--- src/rtl/uart_pkg.sv ---
`default_nettype none
//==============================================================================
// Module   : uart_pkg
// Purpose  : Shared definitions for the memory-mapped UART transmitter:
//            FSM state encoding, status word bit positions, control bit
//            position and a helper that packs the status word.
// Ports    : none (package)
// Revision : 1.0 - initial release
//==============================================================================
package uart_pkg;

    // Transmit FSM state encoding
    localparam logic [1:0] UART_IDLE  = 2'd0;
    localparam logic [1:0] UART_START = 2'd1;
    localparam logic [1:0] UART_DATA  = 2'd2;
    localparam logic [1:0] UART_STOP  = 2'd3;

    // Status word (RD) bit positions
    localparam int UART_ST_FULL    = 0;
    localparam int UART_ST_BUSY    = 1;
    localparam int UART_ST_EMPTY   = 2;
    localparam int UART_ST_OVF     = 3;
    localparam int UART_ST_LVL_LSB = 4;
    localparam int UART_LVL_W      = 4;

    // WD bit that marks a control write instead of a data write
    localparam int UART_CTRL_BIT = 31;

    function automatic logic [31:0] uart_pack_status(
        input logic                  full,
        input logic                  busy,
        input logic                  empty,
        input logic                  ovf,
        input logic [UART_LVL_W-1:0] level
    );
        logic [31:0] word;
        word                                          = '0;
        word[UART_ST_FULL]                            = full;
        word[UART_ST_BUSY]                            = busy;
        word[UART_ST_EMPTY]                           = empty;
        word[UART_ST_OVF]                             = ovf;
        word[UART_ST_LVL_LSB +: UART_LVL_W]           = level;
        return word;
    endfunction

endpackage
`default_nettype wire

--- src/rtl/uart_tx_fifo.sv ---
`default_nettype none
//==============================================================================
// Module   : uart_tx_fifo
// Purpose  : Byte buffer between the bus write port and the serializer.
//            Build option UART_TX_FIFO_EN:
//              defined   -> DEPTH-entry circular buffer (DEPTH power of 2, 2..8)
//              undefined -> single holding register (DEPTH ignored)
// Ports    : clk, rst_n      - clock, synchronous active-low reset
//            i_push/i_wdata  - enqueue request and byte
//            i_pop           - dequeue head (only asserted when non-empty)
//            o_rdata         - head byte
//            o_full/o_empty  - occupancy flags
//            o_level         - number of buffered entries
// Revision : 1.0 - initial release
//==============================================================================
module uart_tx_fifo
    import uart_pkg::*;
#(
    parameter int DEPTH = 4
) (
    input  logic                  clk,
    input  logic                  rst_n,
    input  logic                  i_push,
    input  logic [7:0]            i_wdata,
    input  logic                  i_pop,
    output logic [7:0]            o_rdata,
    output logic                  o_full,
    output logic                  o_empty,
    output logic [UART_LVL_W-1:0] o_level
);

`ifdef UART_TX_FIFO_EN

    generate
        if ((DEPTH < 2) || (DEPTH > 8) || ((DEPTH & (DEPTH - 1)) != 0)) begin : g_bad_depth
            $error("uart_tx_fifo: DEPTH must be a power of two in 2..8");
        end
    endgenerate

    localparam int c_PTR_W = $clog2(DEPTH);

    logic [7:0]            r_mem [DEPTH];
    logic [c_PTR_W-1:0]    r_wptr;
    logic [c_PTR_W-1:0]    r_rptr;
    logic [UART_LVL_W-1:0] r_count;
    logic                  w_full;
    logic                  w_empty;
    logic                  w_do_push;
    logic                  w_do_pop;

    assign w_full    = (r_count == UART_LVL_W'(DEPTH));
    assign w_empty   = (r_count == '0);
    // A pop on the same edge frees the slot, so a write while full still lands
    assign w_do_push = i_push && (!w_full || i_pop);
    assign w_do_pop  = i_pop && !w_empty;

    always_ff @(posedge clk) begin
        if (w_do_push) begin
            r_mem[r_wptr] <= i_wdata;
        end
    end

    // Pointers wrap naturally because DEPTH is a power of two
    always_ff @(posedge clk) begin
        if (!rst_n) begin
            r_wptr  <= '0;
            r_rptr  <= '0;
            r_count <= '0;
        end else begin
            if (w_do_push) begin
                r_wptr <= r_wptr + c_PTR_W'(1);
            end
            if (w_do_pop) begin
                r_rptr <= r_rptr + c_PTR_W'(1);
            end
            case ({w_do_push, w_do_pop})
                2'b10:   r_count <= r_count + UART_LVL_W'(1);
                2'b01:   r_count <= r_count - UART_LVL_W'(1);
                default: r_count <= r_count;
            endcase
        end
    end

    assign o_rdata = r_mem[r_rptr];
    assign o_full  = w_full;
    assign o_empty = w_empty;
    assign o_level = r_count;

`else

    generate
        if (DEPTH < 1) begin : g_bad_depth
            $error("uart_tx_fifo: DEPTH must be at least 1");
        end
    endgenerate

    logic [7:0] r_hold;
    logic       r_valid;
    logic       w_do_push;

    assign w_do_push = i_push && (!r_valid || i_pop);

    always_ff @(posedge clk) begin
        if (!rst_n) begin
            r_hold  <= '0;
            r_valid <= 1'b0;
        end else begin
            if (w_do_push) begin
                r_hold  <= i_wdata;
                r_valid <= 1'b1;
            end else if (i_pop) begin
                r_valid <= 1'b0;
            end
        end
    end

    assign o_rdata = r_hold;
    assign o_full  = r_valid;
    assign o_empty = !r_valid;
    assign o_level = {{(UART_LVL_W-1){1'b0}}, r_valid};

`endif

endmodule
`default_nettype wire

--- src/rtl/peripheral_uart_tx.sv ---
`default_nettype none
//==============================================================================
// Module   : peripheral_uart_tx
// Purpose  : Memory-mapped 8N1 UART transmitter. Bus writes either enqueue a
//            byte (WD[31]=0) or clear the sticky overflow flag (WD[31]=1).
//            Buffer implementation selected by UART_TX_FIFO_EN (see
//            uart_tx_fifo).
// Ports    : clk   - system clock
//            rst_n - synchronous active-low reset
//            WD    - write data
//            WE    - address-qualified write strobe
//            RD    - status {level[7:4], overflow, empty, busy, full}
//            tx    - serial output, idle high
// Revision : 1.0 - initial release
//==============================================================================
module peripheral_uart_tx
    import uart_pkg::*;
#(
    parameter int CLK_FREQ   = 50_000_000,
    parameter int BAUD       = 115_200,
    parameter int FIFO_DEPTH = 4
) (
    input  logic        clk,
    input  logic        rst_n,
    input  logic [31:0] WD,
    input  logic        WE,
    output logic [31:0] RD,
    output logic        tx
);

    localparam int c_DIVISOR = CLK_FREQ / BAUD;
    localparam int c_CNT_W   = (c_DIVISOR < 2) ? 1 : $clog2(c_DIVISOR);
    localparam logic [c_CNT_W-1:0] c_CNT_MAX = c_CNT_W'(c_DIVISOR - 1);

    generate
        if (c_DIVISOR < 2) begin : g_bad_divisor
            $error("peripheral_uart_tx: CLK_FREQ/BAUD must be at least 2");
        end
    endgenerate

    logic [1:0]            r_state;
    logic [1:0]            w_state_nxt;
    logic [c_CNT_W-1:0]    r_cnt;
    logic [c_CNT_W-1:0]    w_cnt_nxt;
    logic [2:0]            r_bit_idx;
    logic [2:0]            w_bit_idx_nxt;
    logic [7:0]            r_shift;
    logic [7:0]            w_shift_nxt;
    logic                  r_tx;
    logic                  w_tx_nxt;
    logic                  r_ovf;

    logic                  w_push;
    logic                  w_ctrl_wr;
    logic                  w_pop;
    logic                  w_drop;
    logic                  w_baud_done;
    logic                  w_busy;
    logic [7:0]            w_fifo_rdata;
    logic                  w_fifo_full;
    logic                  w_fifo_empty;
    logic [UART_LVL_W-1:0] w_fifo_level;
    logic                  w_unused_wd;

    assign w_ctrl_wr   = WE &&  WD[UART_CTRL_BIT];
    assign w_push      = WE && !WD[UART_CTRL_BIT];
    assign w_unused_wd = ^WD[30:8];

    uart_tx_fifo #(
        .DEPTH   (FIFO_DEPTH)
    ) u_fifo (
        .clk     (clk),
        .rst_n   (rst_n),
        .i_push  (w_push),
        .i_wdata (WD[7:0]),
        .i_pop   (w_pop),
        .o_rdata (w_fifo_rdata),
        .o_full  (w_fifo_full),
        .o_empty (w_fifo_empty),
        .o_level (w_fifo_level)
    );

    assign w_baud_done = (r_cnt == c_CNT_MAX);

    always_comb begin
        w_state_nxt   = r_state;
        w_cnt_nxt     = r_cnt + c_CNT_W'(1);
        w_bit_idx_nxt = r_bit_idx;
        w_shift_nxt   = r_shift;
        w_pop         = 1'b0;
        w_tx_nxt      = 1'b1;

        case (r_state)
            UART_IDLE: begin
                w_cnt_nxt = '0;
                if (!w_fifo_empty) begin
                    w_pop       = 1'b1;
                    w_shift_nxt = w_fifo_rdata;
                    w_state_nxt = UART_START;
                end
            end
            UART_START: begin
                if (w_baud_done) begin
                    w_cnt_nxt     = '0;
                    w_bit_idx_nxt = '0;
                    w_state_nxt   = UART_DATA;
                end
            end
            UART_DATA: begin
                if (w_baud_done) begin
                    w_cnt_nxt   = '0;
                    // The line always shows shift[0]; shifting right exposes the next bit
                    w_shift_nxt = {1'b0, r_shift[7:1]};
                    if (r_bit_idx == 3'd7) begin
                        w_state_nxt = UART_STOP;
                    end else begin
                        w_bit_idx_nxt = r_bit_idx + 3'd1;
                    end
                end
            end
            UART_STOP: begin
                if (w_baud_done) begin
                    w_cnt_nxt = '0;
                    // Chain straight into the next start bit when data is waiting
                    if (!w_fifo_empty) begin
                        w_pop       = 1'b1;
                        w_shift_nxt = w_fifo_rdata;
                        w_state_nxt = UART_START;
                    end else begin
                        w_state_nxt = UART_IDLE;
                    end
                end
            end
            default: begin
                w_cnt_nxt   = '0;
                w_state_nxt = UART_IDLE;
            end
        endcase

        // tx is registered from the next state so the line changes on the same
        // edge as the state it belongs to
        case (w_state_nxt)
            UART_START: w_tx_nxt = 1'b0;
            UART_DATA:  w_tx_nxt = w_shift_nxt[0];
            default:    w_tx_nxt = 1'b1;
        endcase
    end

    always_ff @(posedge clk) begin
        if (!rst_n) begin
            r_state   <= UART_IDLE;
            r_cnt     <= '0;
            r_bit_idx <= '0;
            r_shift   <= '0;
            r_tx      <= 1'b1;
        end else begin
            r_state   <= w_state_nxt;
            r_cnt     <= w_cnt_nxt;
            r_bit_idx <= w_bit_idx_nxt;
            r_shift   <= w_shift_nxt;
            r_tx      <= w_tx_nxt;
        end
    end

    // A write to a full buffer is only dropped when no pop frees a slot
    assign w_drop = w_push && w_fifo_full && !w_pop;

    always_ff @(posedge clk) begin
        if (!rst_n) begin
            r_ovf <= 1'b0;
        end else if (w_ctrl_wr) begin
            r_ovf <= 1'b0;
        end else if (w_drop) begin
            r_ovf <= 1'b1;
        end
    end

    assign w_busy = (r_state != UART_IDLE) || !w_fifo_empty;
    assign RD     = uart_pack_status(w_fifo_full, w_busy, w_fifo_empty, r_ovf, w_fifo_level);
    assign tx     = r_tx;

endmodule
`default_nettype wire

--- config.mk ---
export PLATFORM = sky130hd
export DESIGN_NAME = peripheral_uart_tx
export DESIGN_NICKNAME = d
export VERILOG_FILES = /design/src/rtl/uart_pkg.sv /design/src/rtl/uart_tx_fifo.sv /design/src/rtl/peripheral_uart_tx.sv
export SDC_FILE = /design/constraint.sdc
export NUM_CORES = 1
export LEC_CHECK = 0
export ABC_AREA = 1
export ABC_CLOCK_PERIOD_IN_PS = 1800
export BUFFER_PORTS_ARGS = -buffer_cell sky130_fd_sc_hd__buf_2
export CAP_MARGIN = 20
export CORE_MARGIN = 4
export CORE_UTILIZATION = 50
export CTS_BUF_LIST = sky130_fd_sc_hd__clkbuf_4 sky130_fd_sc_hd__clkbuf_8 sky130_fd_sc_hd__clkbuf_16
export DETAILED_ROUTE_END_ITERATION = 12
export HOLD_SLACK_MARGIN = 0.15
export PLACE_DENSITY_LB_ADDON = 0.08
export SKIP_CTS_REPAIR_TIMING = 1
export SLEW_MARGIN = 20
export SYNTH_ARGS = -nofsm -noshare
export SYNTH_HDL_FRONTEND = slang
export SYNTH_SLANG_ARGS = --single-unit
--- constraint.sdc ---
create_clock -name clk -period 1.8 [get_ports clk]
set_input_delay 0.09 -clock clk [delete_from_list [all_inputs] [get_ports clk]]
set_output_delay 0.09 -clock clk [all_outputs]
set_load 0.02 [all_outputs]
* Word-level counts from Yosys, hierarchy flattened *
Cells that the tools add are included.
Widths: inputs -> output; s select.

cells by class
  $lt $le $gt $ge = 0
  mux-type cells = 23
  $mul = 0
  shifts and indexed selects = 0
  add/subtract/negate cells = 2
  reduce and logical (&&, ||, !) cells = 19
  bitwise operators = 1
  equal/unequal tests = 11
  divide/modulo/power cells = 0

operators with widths
  operator             number
  $mux 8               3
  $pmux 8 s3           1
  $pmux 9 s2           1
  $mux 2               5
  $add 9x1->9 const B  1
  $eq 9x9->1 const B   1
  $mux 3               3
  $mux 9               1
  $ne 2x2->1 const B   4
  $pmux 2 s4           1
  $eq 2x2->1 const B   3
  $pmux 3 s2           1
  $reduce_bool 2->1    3
  $logic_and 1x1->1    5
  $mux 1               5
  $eq 2x1->1 const B   2
  $pmux 1 s2           2
  $reduce_and 4->1     1
  $add 3x1->3 const B  1
  $eq 3x3->1 const B   1
  $logic_not 1->1      3
  $reduce_and 3->1     1
  $reduce_bool 3->1    1
  $reduce_or 3->1      1
  4 further kinds      5

storage, ports and cells
  memories = 0
  bits in writable memories = 0
  bits in latches = 0
  bits in read-only memories = 0
  flip-flop bits (word level) = 33
  output and inout bits = 33

* Longest topological paths before layout *
  depth in word-level cells = 6
  depth in mapped cells = 13
  mapped depth without buffers = 13

* Hierarchy *
A second synthesis with hierarchy kept.

unflattened totals
  cell total of the unflattened synthesis = 301
  area, all modules = 2,113.3 um^2

modules (own cells, without submodules)
  module              cells each  seq. area each (um^2)  area an instance (um^2)  times used
  peripheral_uart_tx  238         480.5                  1,654.1                  1
  uart_tx_fifo        63          180.2                  459.2                    1

* Worst setup path before layout *
Ideal clock, no wire load.

  kind = register to register
  start = register r_state[1]
  end = register u_fifo.r_hold[0], in the netlist u_fifo.o_rdata[0]
  setup slack = 0.262 ns
  arrival = 1.423 ns
  cell stages (with the launch flop) = 11
  setup time = 0.116 ns
  buffers on the path = 0
  data required time = 1.684 ns
  cells stage by stage = dfxtp_1 > inv_1 > ha_1 > inv_1 > nand2_4 > nand2_2 > nand2_4 > nand2_4 > clkinv_4 > nor2_1 > nor2_1

on the way
  longest elaborated chain between the ends = 4
  elaborated cells on any way between the ends = 5
  classes of those cells = 1 x eq/ne; 1 x mux; 3 x reduce/logical

RTL lines
  element                                        line                       text
  from (decl)                                    peripheral_uart_tx.sv:41   logic [1:0] r_state;
  from (signal assigned)                         peripheral_uart_tx.sv:157  r_state <= w_state_nxt;
  $eq 2x2->1 or $logic_not 2->1 (tied branches)  peripheral_uart_tx.sv:93   case (r_state)
  $pmux 1 s2 *                                   peripheral_uart_tx.sv:93
  $logic_or 1x1->1 *                             uart_tx_fifo.sv:101        assign w_do_push = i_push && (!r_valid || i_pop);
  $logic_and 1x1->1 *                            uart_tx_fifo.sv:101
  to (signal assigned)                           uart_tx_fifo.sv:109        r_hold <= i_wdata;
  to (decl)                                      uart_tx_fifo.sv:97         logic [7:0] r_hold;

Mark *: on every way between the ends. The rest lies on a longest branch, timed or not.
A chain may end at the register's enable or synchronous reset.

* Worst setup path after layout *
  start = register r_cnt[1]
  end = register u_fifo.r_hold[3], in the netlist u_fifo.o_rdata[3]

on the way
  longest elaborated chain between the ends = 5

RTL lines
  element                 line                       text
  from (decl)             peripheral_uart_tx.sv:43   logic [c_CNT_W-1:0] r_cnt;
  from (signal assigned)  peripheral_uart_tx.sv:158  r_cnt <= w_cnt_nxt;
  $eq 9x9->1              peripheral_uart_tx.sv:83   assign w_baud_done = (r_cnt == c_CNT_MAX);
  $mux 1                  peripheral_uart_tx.sv:122  if (w_baud_done) begin
  $pmux 1 s2              peripheral_uart_tx.sv:93
  $logic_or 1x1->1        uart_tx_fifo.sv:101
  $logic_and 1x1->1       uart_tx_fifo.sv:101

No other way between the ends.

==> results.md <==
* Syn Area/Cell at 7.113 µm²
* FF-to-FF path depth at 11
* P_leak at 1.111 nW
* Cts bufs inserted at 5
* Final non-filler cell total at 364
* Filler instances at 350
* Crit path cell chain: inv_1, ha_1, nand2_1, nor2_1, nand3_2, nand2_4, nand2_2, nand2_4, nand2_4, o21ai_0, nor2_1
* Initial cell density of the core at 53.56%
* Nets at 360
* FMAX at 0.6231 GHz
* GRT Util Overall at 14.99%
* Vias in the first global route at 1417
* DP HPWL at 2762 µm
* DIE AREA at 5153 µm²
* Routed Wire Length at 3766 µm
* Most frequent cells in the layout: nand2_1 (85), dfxtp_1 (33), nor2_1 (31), conb_1 (27), inv_1 (20)
* Core Util, Final at 60.11%
* Pwr Total at 1.983 mW
* Critical path's slowest cell: dfxtp_1
* Largest net degree at the start of global routing at 14
* Run status: complete, no violations
* WL per Instance at 10.35 µm
* Diode count at 0
* # IOs at 68
* Reg2reg setup slack at 0.20 ns
* Worst Setup SP: r_cnt[1]
* CTS tree: yes
* FF+latch area at 660.6 µm²
* Setup violations, final at 0
* Slew Viols, Final at 0
* Clock Sinks at 33
* Core Region at 3799 µm²
* Remaining global-route overflow at 0
* Placer Congestion at 0.7670
* Clock root buffer: clkbuf_8
* Placed insts at 346
* Detailed Routing Iterations Pass 1 at 4
* H-tree depth at 2
* Critical path type: flop to flop
* R2R Path End: u_fifo.o_rdata[3]
* Clock Latency Late Sink at 0.28 ns
* WP buf/inv at 1
* Yosys warning count at 0
* Crit path top cell by count: nand2_4
* Share of layout cells above drive strength 1 at 15.51%
* GRT Max-Usage Layer: met2
* Critical Path Stages at 11
* Post-layout min period at 1.605 ns
* Pwr/cell area at 868.4 nW/µm²
* Initial antenna violation count at 0
* Top Family by Delay on Critical Path: simple AND/OR/NAND/NOR gates
* Post-synthesis cell type count at 32
* Met3 GRT Util at 3.787%
* Hold depth at 4
* M1 GR Usage at 20.95%
* # port buffers at 17
* Vias per Instance at 4.541
* Die width at 71.79 µm
* Mapped Area at 2034 µm²
* Hold Vio Cnt, Final at 0
* Gate Count Post-Synth at 286
* Num rows at 22
* Worst setup path end: u_fifo.o_rdata[3]
* Crit-path max FO at 9
* Synthesized flop and latch total at 33
* Worst Hold Class: primary input to flop
* First-pass GRT wire length at 6265 µm
* Crit path required time at 1.98 ns
* DR iter-0 viols at 79
* Syn-to-layout area delta at 12.24%
* RSZ-0062 raised after global routing: false
* Tcrit/Tclk final at 89.16%
* Final ANT Viol Nets at 0
* Crit. End Element: flop
* Critical path launch point type: flop
* Max Cap Violations at 0
* CP arrival at 1.79 ns
* Bufs on Longest Clock Path at 2
* Max incr delay on CP at 0.33 ns
* Hold_sp: WD[31]
* Chip height at 71.79 µm
* DR vias at 1653
* Clk slew on worst S/H paths at 0.08 ns
* Clock skew at 0.008821 ns
* Setup TNS Final at 0 ns
* Sequential fraction of the synthesis area at 32.47%
* M2 GR Usage at 22.45%
* Drt drc at 0
* Commonest non-fill, non-tap cell in the layout: nand2_1
* Worst VDD drop at 0.0005799 V
* Worst reg2reg startpoint: r_cnt[1]
* Multi-input gate area at 1119 µm²
[state kept, by name, indices dropped and copies added (netlist names)]
signal	count
r_cnt	9
u_fifo.o_rdata	8
u_fifo.o_full	1
tx	1
r_state	2
r_bit_idx	3
r_shift	8
r_ovf	1
[where the power goes]
part	leakage [nW]	total (mW)	switching [mW]	internal, mW
Sequential	0.268	0.778	0.0154	0.763
Clock	0.0681	0.824	0.274	0.550
Combinational	0.775	0.381	0.252	0.129
[Yosys cell counts]
library cell,number,share of area (%)
a21oi_1,15,3.7
a311oi_1,1,0.43
a31oi_1,1,0.31
and3_1,1,0.31
and3_2,1,0.37
buf_4,32,12
clkbuf_1,3,0.55
clkbuf_8,1,0.68
clkinv_4,1,0.43
conb_1,1,0.18
dfxtp_1,33,32
ha_1,10,6.2
inv_1,20,3.7
inv_2,1,0.18
nand2_1,85,16
nand2_2,3,0.92
nand2_4,5,2.8
nand3_1,10,2.5
nand3_2,2,0.98
nand4_1,2,0.61
nor2_1,31,5.7
nor2_2,3,0.92
nor2_4,1,0.55
nor2_8,1,0.98
nor3_1,2,0.49
nor3b_1,3,1.1
o211a_1,1,0.49
o21a_1,2,0.74
o21ai_0,11,2.7
o21ai_4,1,0.80
o21bai_1,1,0.37
xnor2_1,1,0.43
[worst min-delay path by stage]
stage                        endpoint  slack, ns
floorplan                  r_state[0]       0.24
global placement    u_fifo.o_rdata[4]       0.34
detailed placement  u_fifo.o_rdata[5]       0.34
CTS                 u_fifo.o_rdata[6]       0.05
global route            u_fifo.o_full       0.18
finish                  u_fifo.o_full       0.16
[kinds of logic (layout without fill, tap and decap cells)]
family	after synthesis	after routing	synth area share (%)
AND/OR/NAND/NOR	150	150	33.89
buffers and inverters	58	62	17.34
AO/OA/AOI/OAI	33	33	9.533
flip-flops	33	33	32.47
adder cells (fa/ha/maj)	10	10	6.150
other	1	27	0.1843
XOR/XNOR	1	1	0.4306
[metal layers]
layer  vias to the layer above  part of all wire [%]
met5                         -                     0
li1                        898                     -
met1                       703                    52
met2                        48                    41
met4                         0                  0.77
met3                         4                   6.4
[stage by stage]
| stage | hold WS [ns] | cell area (µm²) | setup slack, ns |
|---|---|---|---|
| finish | 0.1607 | 2283 | 0.1951 |
| detailed placement | 0.3447 | 2049 | 0.1856 |
| CTS | 0.04883 | 2183 | 0.1822 |
| global placement | 0.3380 | 2049 | 0.1851 |
| floorplan | 0.2399 | 2132 | 0.2615 |
| global route | 0.1801 | 2283 | 0.04561 |
[layout make-up]
class	count	area share (%)
inverters	22	3.836
flip-flops and latches	33	28.93
multi-input cells	221	48.99
well taps	48	2.630
repair buffers	32	9.753
clock buffers	5	3.014
clock inverters	3	2.849
[worst min-delay path: cells and delay by family]
kind / cells / cell delay [ns]
AND/OR/NAND/NOR: 1 / 0.07
buffers and inverters: 2 / 0.16
AO/OA/AOI/OAI: 1 / 0.06
Power figures use the tool's default switching activity.
